===== src/rtl/frame_decrypter_pkg.sv =====
// Shared definitions for the frame decrypter: mode encodings, the controller
// state type and the keystream step used by the LFSR decryption mode.
package frame_decrypter_pkg;

    localparam logic [1:0] MODE_PASS = 2'd0;
    localparam logic [1:0] MODE_XOR  = 2'd1;
    localparam logic [1:0] MODE_LFSR = 2'd2;

    typedef enum logic [1:0] {
        IDLE  = 2'd0,
        RUN   = 2'd1,
        DRAIN = 2'd2,
        DONE  = 2'd3
    } state_t;

    // One step of a right-shifting Galois LFSR. Operands are carried at 32 bits
    // so any word width up to 32 can share this helper; callers truncate.
    function automatic logic [31:0] lfsrStep(input logic [31:0] s, input logic [31:0] taps);
        lfsrStep = (s >> 1) ^ (s[0] ? taps : 32'd0);
    endfunction

endpackage


===== src/rtl/decrypt_pipe.sv =====
// Read-latency delay line and write-side output register for the frame
// decrypter. Each issued address travels RD_LATENCY stages so it lines up with
// the RAM data it fetched; on exit the word is decrypted and registered.
module decrypt_pipe
    import frame_decrypter_pkg::*;
#(
    parameter int DATA_W     = 8,
    parameter int ADDR_W     = 15,
    parameter int RD_LATENCY = 1
) (
    input  logic              clk,
    input  logic              rst_n,
    input  logic              issueValid,
    input  logic [ADDR_W-1:0] issueAddr,
    input  logic [DATA_W-1:0] rd_data,
    input  logic [1:0]        mode,
    input  logic [DATA_W-1:0] key,
    input  logic [DATA_W-1:0] lfsr,
    output logic              exitValid,
    output logic              wr_en,
    output logic [ADDR_W-1:0] wr_addr,
    output logic [DATA_W-1:0] wr_data
);

    logic [RD_LATENCY-1:0] valid_q;
    logic [ADDR_W-1:0]     addr_q [RD_LATENCY];
    logic [DATA_W-1:0]     plain;
    logic                  wrEn_q;
    logic [ADDR_W-1:0]     wrAddr_q;
    logic [DATA_W-1:0]     wrData_q;

    // Shift issued addresses and their valid flags along to match RAM latency.
    always_ff @(posedge clk) begin
        if (!rst_n) begin
            valid_q <= '0;
            for (int i = 0; i < RD_LATENCY; i++) begin
                addr_q[i] <= '0;
            end
        end else begin
            valid_q[0] <= issueValid;
            addr_q[0]  <= issueAddr;
            for (int i = 1; i < RD_LATENCY; i++) begin
                valid_q[i] <= valid_q[i-1];
                addr_q[i]  <= addr_q[i-1];
            end
        end
    end

    // Decrypt the word arriving from RAM; reserved mode falls back to pass-through.
    always_comb begin
        plain = rd_data;
        case (mode)
            MODE_XOR:  plain = rd_data ^ key ^ (key << 4);
            MODE_LFSR: plain = rd_data ^ lfsr;
            default:   plain = rd_data;
        endcase
    end

    assign exitValid = valid_q[RD_LATENCY-1];

    // Register the write; address and data hold their last value between writes.
    always_ff @(posedge clk) begin
        if (!rst_n) begin
            wrEn_q   <= 1'b0;
            wrAddr_q <= '0;
            wrData_q <= '0;
        end else begin
            wrEn_q <= exitValid;
            if (exitValid) begin
                wrAddr_q <= addr_q[RD_LATENCY-1];
                wrData_q <= plain;
            end
        end
    end

    assign wr_en   = wrEn_q;
    assign wr_addr = wrAddr_q;
    assign wr_data = wrData_q;

endmodule


===== src/rtl/frame_decrypter.sv =====
// Frame decrypter top: sweeps the encrypted frame RAM once per start, decrypts
// each word and writes it to the same address of the display buffer.
// Optional build macro FRAME_DECRYPTER_CHECKSUM_EN adds an XOR checksum output
// of all words written in the last frame.
module frame_decrypter
    import frame_decrypter_pkg::*;
#(
    parameter int                DATA_W     = 8,
    parameter int                ADDR_W     = 15,
    parameter int                NUM_PIXELS = 19200,
    parameter int                RD_LATENCY = 1,
    parameter logic [DATA_W-1:0] KEY_RST    = DATA_W'(8'hB3),
    parameter logic [DATA_W-1:0] LFSR_TAPS  = DATA_W'(8'hB8)
) (
    input  logic              clk,
    input  logic              rst_n,
    input  logic              start,
    input  logic [1:0]        mode,
    input  logic              key_load,
    input  logic [DATA_W-1:0] key_in,
    output logic [ADDR_W-1:0] rd_addr,
    input  logic [DATA_W-1:0] rd_data,
    output logic              wr_en,
    output logic [ADDR_W-1:0] wr_addr,
    output logic [DATA_W-1:0] wr_data,
    output logic              busy,
    output logic              done
`ifdef FRAME_DECRYPTER_CHECKSUM_EN
    ,
    output logic [DATA_W-1:0] checksum
`endif
);

    localparam logic [ADDR_W-1:0] LAST_ADDR = ADDR_W'(NUM_PIXELS - 1);

    state_t            state_q, state_d;
    logic [ADDR_W-1:0] rdAddr_q, rdAddr_d;
    logic [1:0]        mode_q, mode_d;
    logic [DATA_W-1:0] key_q, key_d;
    logic [DATA_W-1:0] lfsr_q, lfsr_d;
    logic [DATA_W-1:0] seedKey;
    logic              exitValid;
    logic              lastWrite;
`ifdef FRAME_DECRYPTER_CHECKSUM_EN
    logic [DATA_W-1:0] checksum_q, checksum_d;
`endif

    // A key loaded in the same cycle as start must seed the keystream.
    assign seedKey   = key_load ? key_in : key_q;
    assign lastWrite = wr_en && (wr_addr == LAST_ADDR);
    assign rd_addr   = rdAddr_q;

    // Controller state register.
    always_ff @(posedge clk) begin
        if (!rst_n) begin
            state_q <= IDLE;
        end else begin
            state_q <= state_d;
        end
    end

    // Next-state logic: one frame per accepted start, then back to idle.
    always_comb begin
        state_d = state_q;
        case (state_q)
            IDLE:    if (start) state_d = RUN;
            RUN:     if (rdAddr_q == LAST_ADDR) state_d = DRAIN;
            DRAIN:   if (lastWrite) state_d = DONE;
            DONE:    state_d = IDLE;
            default: state_d = IDLE;
        endcase
    end

    // Status outputs decoded from the current state.
    always_comb begin
        busy = (state_q == RUN) || (state_q == DRAIN);
        done = (state_q == DONE);
    end

    // Datapath next values: key load, frame setup, address sweep, keystream.
    always_comb begin
        rdAddr_d = rdAddr_q;
        mode_d   = mode_q;
        key_d    = key_q;
        lfsr_d   = lfsr_q;
`ifdef FRAME_DECRYPTER_CHECKSUM_EN
        checksum_d = checksum_q;
        if (wr_en) checksum_d = checksum_q ^ wr_data;
`endif
        if (exitValid) lfsr_d = DATA_W'(lfsrStep(32'(lfsr_q), 32'(LFSR_TAPS)));
        case (state_q)
            IDLE: begin
                if (key_load) key_d = key_in;
                if (start) begin
                    mode_d   = mode;
                    lfsr_d   = (seedKey == '0) ? DATA_W'(1) : seedKey;
                    rdAddr_d = '0;
`ifdef FRAME_DECRYPTER_CHECKSUM_EN
                    checksum_d = '0;
`endif
                end
            end
            RUN: begin
                if (rdAddr_q != LAST_ADDR) rdAddr_d = rdAddr_q + ADDR_W'(1);
            end
            default: ;
        endcase
    end

    // Datapath registers.
    always_ff @(posedge clk) begin
        if (!rst_n) begin
            rdAddr_q <= '0;
            mode_q   <= MODE_PASS;
            key_q    <= KEY_RST;
            lfsr_q   <= '0;
`ifdef FRAME_DECRYPTER_CHECKSUM_EN
            checksum_q <= '0;
`endif
        end else begin
            rdAddr_q <= rdAddr_d;
            mode_q   <= mode_d;
            key_q    <= key_d;
            lfsr_q   <= lfsr_d;
`ifdef FRAME_DECRYPTER_CHECKSUM_EN
            checksum_q <= checksum_d;
`endif
        end
    end

`ifdef FRAME_DECRYPTER_CHECKSUM_EN
    assign checksum = checksum_q;
`endif

    decrypt_pipe #(
        .DATA_W    (DATA_W),
        .ADDR_W    (ADDR_W),
        .RD_LATENCY(RD_LATENCY)
    ) u_pipe (
        .clk       (clk),
        .rst_n     (rst_n),
        .issueValid(state_q == RUN),
        .issueAddr (rdAddr_q),
        .rd_data   (rd_data),
        .mode      (mode_q),
        .key       (key_q),
        .lfsr      (lfsr_q),
        .exitValid (exitValid),
        .wr_en     (wr_en),
        .wr_addr   (wr_addr),
        .wr_data   (wr_data)
    );

endmodule


===== config.mk =====
export PLATFORM = sky130hd
export DESIGN_NAME = frame_decrypter
export DESIGN_NICKNAME = d
export VERILOG_FILES = /design/src/rtl/frame_decrypter_pkg.sv /design/src/rtl/decrypt_pipe.sv /design/src/rtl/frame_decrypter.sv
export SDC_FILE = /design/constraint.sdc
export NUM_CORES = 1
export LEC_CHECK = 0
export ABC_CLOCK_PERIOD_IN_PS = 2600
export BUFFER_PORTS_ARGS = -buffer_cell sky130_fd_sc_hd__buf_4
export CORE_MARGIN = 5
export CORE_UTILIZATION = 55
export CTS_CLUSTER_SIZE = 24
export DETAILED_ROUTE_END_ITERATION = 10
export PLACE_DENSITY_LB_ADDON = 0.2
export RECOVER_POWER = 100
export SYNTH_ARGS = -nofsm -noshare
export SYNTH_HDL_FRONTEND = slang
export SYNTH_SLANG_ARGS = --single-unit

===== constraint.sdc =====
create_clock -name clk -period 2.6 [get_ports clk]
set_input_delay 0.26 -clock clk [delete_from_list [all_inputs] [get_ports clk]]
set_output_delay 0.26 -clock clk [all_outputs]
set_load 0.02 [all_outputs]

==> flow_metrics.tcl, run 1 <==
set metrics [dict create \
    status "finished clean" \
    gr-total-overflow 0 \
    die_area_um2 8110 \
    timing_worst_slew_pin_value_ns 1.29 \
    number_of_distinct_library_cells_after_synthesis 45 \
    fin_crit_sh 0.878 \
    critical_path.slowest_cell "sky130_fd_sc_hd__o41ai_1" \
    setup_repair_after_global_routing_missed_its_margin "no" \
    synth_area_um2 3520 \
    nNetsFinal 481 \
    clk_root_buffer_cell "sky130_fd_sc_hd__clkbuf_8" \
    cts-buffers-inserted 9 \
    peakVddDrop_mv 0.548 \
    remaining_drc_errors 0 \
    nFillCells 572 \
    finalSetupTns_ns 0 \
    worst_setup_hold_path_clk_slew_ns 0.09 \
    synth_top_cell_area_share 0.426 \
    fraction_of_final_layout_cells_sized_beyond_drive_strength_1 0.121 \
    power_per_cell_area_nw_per_um2 869 \
    finalWeightedCongestion 0.874 \
    clock_tree.htree_level_count 3 \
    cts-root-to-sink-buffers 2 \
    tritoncts "done" \
    dpl.hpwl_um 6180 \
    async_flop_share 0 \
    diodes 0 \
    route.detailed.vias_per_inst 5.79 \
    average_footprint_of_a_synthesized_cell_um2 8.90 \
    core-area_um2 6280 \
    final_max_slew_viol_count 0 \
    setup.worst_path.end_class "register" \
    path_class "reg2reg" \
    critical_path.startpoint_type "register" \
    area_growth_pct 14.3 \
    synth.yosys.warnings 0 \
    gr-usage-all-layers 0.209 \
    leakage_nw 1.48 \
    cp.required_ns 2.85 \
    numClockSinks 75 \
    portBuffers 62 \
    route.final.wire_length_um 8690 \
    grt_pass1_vias 2840 \
    dpl-instance-area_um2 4020 \
    cp_cell_sequence "or4b_1 > o41ai_1 > o221ai_1 > o311a_1" \
    route.detailed.wl_per_inst_um 16.3 \
    pin_count 63 \
    std_cell_rows 29 \
    hold_path.class "in2reg" \
    synth_seq_area_share 0.426 \
    die_h_um 90.1 \
    synthesis.instances 396 \
    drtPass1Iterations 5 \
    netlist_top_cells_area "sky130_fd_sc_hd__dfxtp_1 43%, sky130_fd_sc_hd__mux2i_1 6.5%, sky130_fd_sc_hd__nor2_1 5.2%" \
    synth_edf_count 0 \
    predominant_post_synthesis_flop_cell "sky130_fd_sc_hd__dfxtp_1" \
    slowest_delay_ns 0.60 \
    slew-limit-headroom 0.142 \
    grt_start_max_net_pins 38 \
    cap_viol_max_count 0 \
    final_standard_cell_area_without_fillers_um2 4030 \
    fin_skew_ns 0.00679 \
    multi_input_area_um2 1860 \
    cts_setup_buffers 0 \
    timing.critical_path.fanout_max 4 \
    layout.area.seq_um2 1500 \
    hold_viol_final 0 \
    detail_route.iter0.violations 189 \
    clk-insertion-delay-late_ns 0.35 \
    wire_length_of_the_first_global_routing_pass_um 14000 \
    synth.largest_area_cell "sky130_fd_sc_hd__dfxtp_1" \
    setup_violations 0 \
    start_util 0.561 \
    cp_data_arrival_time_ns 2.53 \
    die_width_um 90.1 \
    postSynthNetCount 426 \
    grt_antenna_before_repair 0 \
    yosys_reg_bits 75 \
    max_clock_freq_mhz 438 \
    route.antenna.remaining_nets 0 \
    routed-via-count 3085 \
    min_period_ns 2.28 \
    cts_hold_repair.buffers 0 \
    postCtsResizedCells 0 \
]
## critical path, delay by kind of cell, from the launching register on
family	cells	cell delay [ns]
compound gates	3	1.30
simple gates	1	0.53
flops	1	0.34
## cells by family (layout without fill, tap and decap cells)
family	count (synthesis)	after routing	synth area share
AND/OR/NAND/NOR	152	152	0.217
adder cells (fa/ha/maj)	8	8	0.0284
XOR/XNOR	11	11	0.0273
AO/OA/AOI/OAI	82	82	0.160
buffers and inverters	35	95	0.0437
multiplexers	33	33	0.0973
flip-flops	75	75	0.426
## per-layer routing
| metal | GRT usage | routed length, um | vias up |
|---|---|---|---|
| met5 | 0 | 0 | - |
| met4 | 0.0720 | 106 | 0 |
| met3 | 0.0518 | 500 | 10 |
| met2 | 0.297 | 3790 | 101 |
| met1 | 0.306 | 4290 | 1442 |
| li1 | - | - | 1532 |
## final cells by class
class | count | share of cell area
clock inverter | 7 | 0.0168
inverter | 12 | 0.0112
timing repair buffer | 67 | 0.0842
tap | 77 | 0.0239
multi-input combinational | 286 | 0.461
clock buffer | 9 | 0.0307
sequential | 75 | 0.373
## worst paths after layout
kind	startpoint	endpoint	slack (ns)	cells past startpoint
hold / removal	key_in[0]	key_q[0]$_SDFFE_PN1N_	0.12	3
setup reg to reg	u_pipe.wr_addr[10]$_SDFFE_PN0P_	state_q[0]$_SDFFE_PN0P_	0.32	4
setup / recovery	u_pipe.wr_addr[10]$_SDFFE_PN0P_	state_q[0]$_SDFFE_PN0P_	0.32	4
hold reg to reg	u_pipe.addr_q[0][0]$_SDFF_PN0_	u_pipe.wr_addr[0]$_SDFFE_PN0P_	0.47	2
## synthesized netlist by cell type, drive strengths merged, types with 4 or more instances
cell type	instances
nor3	6
mux2	10
a222oi	4
mux2i	23
o21ai	16
nand2	38
inv	12
nand4	4
ha	8
a211oi	18
nand3	12
dfxtp	75
nor3b	6
xnor2	8
and2	15
buf	9
clkbuf	14
a31oi	4
nor2	49
a21oi	21
a311oi	10
nor2b	7
## stage by stage
stage                     hold slack (ns)   util  power [W]  setup slack, ns  cells
final                               0.121  0.642    0.00350            0.316    533
after global routing                0.121  0.642    0.00374            0.161    533
after CTS                           0.110  0.670    0.00358            0.369    533
after detailed placement            0.456  0.640    0.00269            0.388    517
after global placement              0.443  0.640    0.00265            0.449    517
after floorplan                     0.382      -    0.00237            0.583    396
## where the power goes
part / leakage [nW] / internal, W / switching [W]
combinational: 0.777 / 0.000452 / 0.000668
sequential: 0.610 / 0.00129 / 0.000201
clock: 0.0966 / 0.000377 / 0.000509
## flip-flops by register name (all words and copies together), names as in the netlist
register and cells:
u_pipe.addr_q 15, rd_addr 15, u_pipe.exitValid 1, mode_q 2, u_pipe.wr_en 1, u_pipe.wr_data 8, key_q 8, state_q 2
u_pipe.wr_addr 15, lfsr_q 8
## cells in the final DEF, fill, tap and decap left out, drive strengths merged, types with 6 or more instances in the layout
cell type and instances:
o21ai 16, nand2 38, a311oi 10, nor2b 7, buf 23, mux2 10
nor3 6, nand3 12, a211oi 18, dfxtp 75, inv 18, nor2 49
a21oi 21, and2 15, xnor2 8, mux2i 23, ha 8, clkbuf 53
nor3b 6
Power figures use the tool's default switching activity.
==> inputs of run 2 (changes only) <==
--- a/config.mk
+++ b/config.mk
@@ -7,12 +7,15 @@
 export LEC_CHECK = 0
 export ABC_CLOCK_PERIOD_IN_PS = 2600
 export BUFFER_PORTS_ARGS = -buffer_cell sky130_fd_sc_hd__buf_4
+export CELL_PAD_IN_SITES_DETAIL_PLACEMENT = 0
+export CELL_PAD_IN_SITES_GLOBAL_PLACEMENT = 1
 export CORE_MARGIN = 5
-export CORE_UTILIZATION = 55
+export CORE_UTILIZATION = 42
 export CTS_CLUSTER_SIZE = 24
 export DETAILED_ROUTE_END_ITERATION = 10
 export PLACE_DENSITY_LB_ADDON = 0.2
 export RECOVER_POWER = 100
+export SKIP_LAST_GASP = 1
 export SYNTH_ARGS = -nofsm -noshare
 export SYNTH_HDL_FRONTEND = slang
 export SYNTH_SLANG_ARGS = --single-unit
==> run 2 against run 1 <==
  * Combinational power about the same
  * Maximum frequency fell by 0.24%
  * Critical path type unchanged
  * Power is 0.23% lower
==> flow_metrics.tcl, run 2 (synthesis gave the netlist of run 1 again) <==
set metrics [dict create \
    critical_path.reg2reg.endpoint "state_q[0]$_SDFFE_PN0P_" \
    slew-limit-headroom 0.156 \
    dpl-instance-area_um2 4070 \
    pin_count 63 \
    setup_violations 0 \
    grt_use_met1 0.281 \
    remaining_drc_errors 0 \
    totalPowerFinal_w 0.00349 \
    die_width_um 102 \
    setup.reg_to_reg.worst_slack_ns 0.31 \
    p_clk_frac 0.248 \
    gr-usage-all-layers 0.180 \
    nFillCells 829 \
    die_h_um 102 \
    p_sw_w 0.00137 \
    start_util 0.429 \
    setup_repair_after_global_routing_missed_its_margin "no" \
    routed-via-count 2997 \
    worst_hold_slack_ns 0.145 \
    cts_hold_repair.buffers 0 \
    power_internal_w 0.00212 \
    cp.required_ns 2.84 \
    route.detailed.vias_per_inst 5.31 \
    finalWeightedCongestion 0.828 \
    worst_r2r_path_depth 5 \
    gr-total-overflow 0 \
    final_max_slew_viol_count 0 \
    hold_viol_final 0 \
    layout.area.seq_um2 1500 \
    cts_setup_buffers 0 \
    multi_input_area_um2 1860 \
    std_cell_rows 33 \
    dpl.hpwl_um 6360 \
    route.antenna.remaining_nets 0 \
    power_frac_comb 0.325 \
    power_per_cell_area_nw_per_um2 856 \
    grt_antenna_before_repair 0 \
    peakVddDrop_mv 0.531 \
    setup.worst_path.end_class "register" \
    core-area_um2 8220 \
    fin_skew_ns 0.0136 \
    leakage_nw 1.49 \
    area_growth_pct 15.7 \
    max_clock_freq_mhz 437 \
    clk-insertion-delay-late_ns 0.35 \
    clock_tree.htree_level_count 3 \
    nNetsFinal 484 \
    cap_viol_max_count 0 \
    final_cell_mix "75 x sky130_fd_sc_hd__dfxtp_1, 49 x sky130_fd_sc_hd__nor2_1, 45 x sky130_fd_sc_hd__clkbuf_1" \
    timing_worst_slew_pin_value_ns 1.26 \
    cp_data_arrival_time_ns 2.53 \
    whs_endpoint "key_q[0]$_SDFFE_PN1N_" \
    route.final.wire_length_um 8900 \
    worst_setup_hold_path_clk_slew_ns 0.10 \
    critical_path.startpoint_type "register" \
    grt_start_max_net_pins 37 \
    reg2reg_from "rd_addr[0]$_SDFFE_PN0P_" \
    timing.critical_path.fanout_max 7 \
    globalRouteMet2Util 0.241 \
    top_usage_layer "met1" \
    tritoncts "done" \
    route.detailed.wl_per_inst_um 15.8 \
    final_standard_cell_area_without_fillers_um2 4080 \
    portBuffers 62 \
    detail_route.iter0.violations 249 \
    postCtsResizedCells 0 \
    status "finished clean" \
    die_area_um2 10300 \
    clk_root_buffer_cell "sky130_fd_sc_hd__clkbuf_8" \
    fin_crit_sh 0.881 \
    most_common_cell_after_layout_fill_and_taps_aside "sky130_fd_sc_hd__dfxtp_1" \
    cts-buffers-inserted 9 \
    drtPass1Iterations 6 \
    wire_length_of_the_first_global_routing_pass_um 14600 \
    diodes 0 \
    seq_power_share 0.428 \
    grt_pass1_vias 2843 \
    fraction_of_final_layout_cells_sized_beyond_drive_strength_1 0.122 \
    cts-root-to-sink-buffers 2 \
    holdCritStartpoint "key_in[0]" \
    switching_share 0.392 \
    core_occupancy_in_the_finished_layout 0.496 \
    finalSetupTns_ns 0 \
    groute.layer.met3.usage 0.0303 \
    min_period_ns 2.29 \
    numClockSinks 75 \
    hold_path.class "in2reg" \
    path_class "reg2reg" \
    whs_path_depth 3 \
]
==> run 2: power groups by stage <==
stage	combinational (W)	sequential, W	clock, W
final	0.00113	0.00149	0.000866
after global routing	0.00128	0.00152	0.000942
after CTS	0.00120	0.00150	0.000889
after detailed placement	0.00119	0.00152	0
after global placement	0.00117	0.00152	0
after floorplan	0.000904	0.00147	0
==> run 2: critical path, stage by stage (launching register included) <==
cell	delay (ns)
sky130_fd_sc_hd__dfxtp_1	0.46
sky130_fd_sc_hd__ha_1	0.33
sky130_fd_sc_hd__nand3_1	0.19
sky130_fd_sc_hd__nor4_4	0.51
sky130_fd_sc_hd__o221ai_1	0.32
sky130_fd_sc_hd__o311a_1	0.36
==> run 2: how the worst max path moves through the flow <==
| stage | startpoint | end | slack [ns] |
|---|---|---|---|
| 6_report | rd_addr[0]$_SDFFE_PN0P_ | state_q[0]$_SDFFE_PN0P_ | 0.31 |
| 5_1_grt | rst_n | rd_addr[6]$_SDFFE_PN0P_ | 0.14 |
| 4_1_cts | state_q[0]$_SDFFE_PN0P_ | rd_addr[14]$_SDFFE_PN0P_ | 0.38 |
| 3_5_place_dp | state_q[0]$_SDFFE_PN0P_ | rd_addr[14]$_SDFFE_PN0P_ | 0.39 |
| 3_3_place_gp | state_q[0]$_SDFFE_PN0P_ | rd_addr[14]$_SDFFE_PN0P_ | 0.47 |
| 2_1_floorplan | rd_addr[0]$_SDFFE_PN0P_ | state_q[0]$_SDFFE_PN0P_ | 0.58 |
==> run 2: layer usage <==
layer	routed length, um	part of all wire
met1	4790	0.54
met4	51	0.0057
met5	0	0
met2	3660	0.41
met3	400	0.045
==> run 2: per-stage QoR <==
stage	setup WS, ns	instances
2_1_floorplan	0.583	396
3_3_place_gp	0.474	548
3_5_place_dp	0.389	548
4_1_cts	0.383	564
5_1_grt	0.142	564
6_report	0.311	564
==> run 2: final cells by class <==
cell class | instances | share of cell area
Multi-Input combinational cell | 286 | 0.455
Sequential cell | 75 | 0.368
Timing Repair Buffer | 70 | 0.0874
Tap cell | 105 | 0.0322
Clock buffer | 9 | 0.0304
Clock inverter | 7 | 0.0160
Inverter | 12 | 0.0110
==> inputs of run 3 (changes only) <==
--- a/config.mk
+++ b/config.mk
@@ -18,4 +18,5 @@
 export SKIP_LAST_GASP = 1
 export SYNTH_ARGS = -nofsm -noshare
 export SYNTH_HDL_FRONTEND = slang
+export SYNTH_HIERARCHICAL = 1
 export SYNTH_SLANG_ARGS = --single-unit
==> run 3 against run 2 <==
  * Sequential share of layout area decreased by 0.80 points
  * Flip-flop and latch count is the same
  * Combinational power about the same
  * Utilization decreased by 1.4 points
  * Die area grew 3.9%
  * Clock-buffer cell count unchanged
  * Sequential power is essentially flat
  * Via count grew 1.2%
  * Register-to-register slack improved by 0.02 ns
  * Global-route usage fell by 0.96 points
  * Clock skew decreased by 0.0035 ns
  * Synthesized cell count up 1.8%
==> flow_metrics.tcl, run 3 <==
set metrics [dict create \
    predominant_post_synthesis_flop_cell "sky130_fd_sc_hd__dfxtp_1" \
    clk_root_buffer_cell "sky130_fd_sc_hd__clkbuf_8" \
    drtPass1Iterations 4 \
    route.met3.wl_um 448 \
    cts_hold_repair.buffers 0 \
    setup_violations 0 \
    power_internal_w 0.00210 \
    core-area_um2 8640 \
    power_frac_comb 0.323 \
    start_util 0.426 \
    gr-total-overflow 0 \
    dpl-instance-area_um2 4150 \
    synth_edf_count 0 \
    slew-limit-headroom 0.482 \
    postCtsResizedCells 0 \
    yosys_reg_bits 75 \
    p_clk_frac 0.253 \
    ys_top_cells_by_count "75 x sky130_fd_sc_hd__dfxtp_1, 28 x sky130_fd_sc_hd__a21oi_1, 28 x sky130_fd_sc_hd__nand2_1, 25 x sky130_fd_sc_hd__mux2i_1, 23 x sky130_fd_sc_hd__nor2b_1" \
    final_cell_mix "75 x sky130_fd_sc_hd__dfxtp_1, 42 x sky130_fd_sc_hd__clkbuf_1, 29 x sky130_fd_sc_hd__a21oi_1" \
    number_of_distinct_library_cells_after_synthesis 56 \
    cap_viol_max_count 0 \
    peakVddDrop_mv 0.338 \
    switching_share 0.396 \
    route.met2.wl_um 3750 \
    synth.largest_area_cell "sky130_fd_sc_hd__dfxtp_1" \
    cp_data_arrival_time_ns 2.48 \
    holdCritStartpoint "mode[1]" \
    async_flop_share 0 \
    p_sw_w 0.00138 \
    reg2reg_from "state_q[0]$_SDFFE_PN0P_" \
    clk-insertion-delay-late_ns 0.35 \
    status "finished clean" \
    die_h_um 104 \
    nFillCells 867 \
    synth_area_um2 3680 \
    whs_path_depth 3 \
    setup_repair_after_global_routing_missed_its_margin "no" \
    setup.reg_to_reg.worst_slack_ns 0.33 \
    path_class "reg2reg" \
    route.antenna.remaining_nets 0 \
    synth.yosys.warnings 6 \
    cts-buffers-inserted 9 \
    cts-root-to-sink-buffers 2 \
    max_clock_freq_mhz 440 \
    hold_viol_final 0 \
    diodes 0 \
    most_common_cell_after_layout_fill_and_taps_aside "sky130_fd_sc_hd__dfxtp_1" \
    numClockSinks 75 \
    die_area_um2 10700 \
    power_per_cell_area_nw_per_um2 834 \
    setup.worst_path.end_class "register" \
    nNetsFinal 483 \
    detailed_routing_wirelength_on_met1_um 4920 \
    hold_path.class "in2reg" \
    synthesis.instances 403 \
    route.detailed.wl_per_inst_um 16.3 \
    route.final.wire_length_um 9230 \
    wire_length_of_the_first_global_routing_pass_um 15000 \
    remaining_drc_errors 0 \
    netlist_top_cells_area "sky130_fd_sc_hd__dfxtp_1 41%, sky130_fd_sc_hd__mux2i_1 6.8%, sky130_fd_sc_hd__nor2b_1 3.9%" \
    timing.critical_path.fanout_max 18 \
    worst_r2r_path_depth 7 \
    top_layer_used "met4" \
    std_cell_rows 34 \
    seq_power_share 0.423 \
    cp.required_ns 2.81 \
    grt_start_max_net_pins 54 \
    worst_setup_hold_path_clk_slew_ns 0.09 \
    timing_worst_slew_pin_value_ns 0.776 \
    post-synth-top-count-cell "sky130_fd_sc_hd__dfxtp_1" \
    finalWeightedCongestion 0.854 \
    synth_seq_area_share 0.408 \
    min_period_ns 2.27 \
    pin_count 63 \
    fin_skew_ns 0.0100 \
    tritoncts "done" \
    leakage_nw 1.50 \
    grt_antenna_before_repair 0 \
    whs_endpoint "mode_q[1]$_SDFFE_PN0P_" \
    grt_pass1_vias 2917 \
    synth_top_cell_area_share 0.408 \
    final_max_slew_viol_count 0 \
    fraction_of_final_layout_cells_sized_beyond_drive_strength_1 0.107 \
    area_growth_pct 13.3 \
    finalSetupTns_ns 0 \
    critical_path.startpoint_type "register" \
    fin_crit_sh 0.874 \
    clock_tree.htree_level_count 3 \
    cts_setup_buffers 0 \
    average_footprint_of_a_synthesized_cell_um2 9.13 \
    postSynthNetCount 433 \
    routed-via-count 3034 \
    portBuffers 62 \
    final_standard_cell_area_without_fillers_um2 4170 \
    die_width_um 104 \
    detail_route.iter0.violations 144 \
    gr-usage-all-layers 0.170 \
    critical_path.reg2reg.endpoint "rd_addr[6]$_SDFFE_PN0P_" \
    dpl.hpwl_um 6540 \
    route.detailed.vias_per_inst 5.36 \
]
## run 3: cell count changes after synthesis, sizes merged, moves of 8 or more
cell    change
a211oi      -8
a21oi      +10
a311oi      -8
buf         +8
nand2      -10
nand2b      +8
nor2       -31
nor2b      +16
## run 3: cells by family after synthesis
kind of cell	after synthesis	synth area share
adder cells (fa/ha/maj)	8	0.0272
flip-flops	75	0.408
AO/OA/AOI/OAI	94	0.167
XOR/XNOR	11	0.0303
multiplexers	30	0.0854
AND/OR/NAND/NOR	148	0.230
buffers and inverters	37	0.0520
## run 3: area by class of cell
cell class / count / area [um^2] / share of cell area
inverters: 11 / 41.3 / 0.00990
repair buffers: 65 / 328 / 0.0786
multi-input cells: 291 / 1970 / 0.473
clock inverters: 7 / 66.3 / 0.0159
clock buffers: 9 / 124 / 0.0297
well taps: 108 / 135 / 0.0324
flip-flops and latches: 75 / 1500 / 0.360
## run 3: worst max path at each step
stage                                  startpoint  cells after the start  slack [ns]                       to
final                     state_q[0]$_SDFFE_PN0P_                      7        0.33  rd_addr[6]$_SDFFE_PN0P_
after global routing      state_q[0]$_SDFFE_PN0P_                      7        0.18  rd_addr[6]$_SDFFE_PN0P_
after CTS                 state_q[0]$_SDFFE_PN0P_                      7        0.50     lfsr_q[0]$_SDFF_PN0_
after detailed placement  state_q[0]$_SDFFE_PN0P_                      7        0.53     lfsr_q[0]$_SDFF_PN0_
after global placement    state_q[0]$_SDFFE_PN0P_                      7        0.59     lfsr_q[0]$_SDFF_PN0_
after floorplan           rd_addr[0]$_SDFFE_PN0P_                      7        0.80  rd_addr[2]$_SDFFE_PN0P_
## run 3: per-layer routing
| metal | vias up | track usage |
|---|---|---|
| met5 | - | 0 |
| met4 | 0 | 0.0581 |
| met3 | 9 | 0.0348 |
| met2 | 88 | 0.236 |
| met1 | 1394 | 0.259 |
| li1 | 1543 | - |
## run 3: power by group through the flow
| stage | clock (W) | sequential (W) | combinational [W] |
|---|---|---|---|
| 6_report | 0.000880 | 0.00147 | 0.00112 |
| 4_1_cts | 0.000906 | 0.00147 | 0.00119 |
| 3_5_place_dp | 0 | 0.00150 | 0.00118 |
| 5_1_grt | 0.000962 | 0.00149 | 0.00126 |
| 3_3_place_gp | 0 | 0.00149 | 0.00118 |
| 2_1_floorplan | 0 | 0.00146 | 0.000897 |
## run 3: stage by stage
stage | worst slack [ns] | cells | total power (W) | hold WS [ns] | utilization
6_report | 0.329 | 566 | 0.00348 | 0.161 | 0.483
5_1_grt | 0.180 | 566 | 0.00371 | 0.160 | 0.483
4_1_cts | 0.502 | 566 | 0.00356 | 0.143 | 0.503
3_5_place_dp | 0.529 | 550 | 0.00268 | 0.473 | 0.481
3_3_place_gp | 0.588 | 550 | 0.00267 | 0.468 | 0.481
2_1_floorplan | 0.804 | 403 | 0.00235 | 0.396 | -
## run 3: worst max-delay path: stages, from the launching register on
cell and delay [ns]:
sky130_fd_sc_hd__dfxtp_1 0.40, sky130_fd_sc_hd__inv_1 0.10, sky130_fd_sc_hd__ha_1 0.41, sky130_fd_sc_hd__and2_0 0.24
sky130_fd_sc_hd__a21oi_1 0.47, sky130_fd_sc_hd__clkinv_1 0.25, sky130_fd_sc_hd__a31oi_1 0.21, sky130_fd_sc_hd__nor3_1 0.06
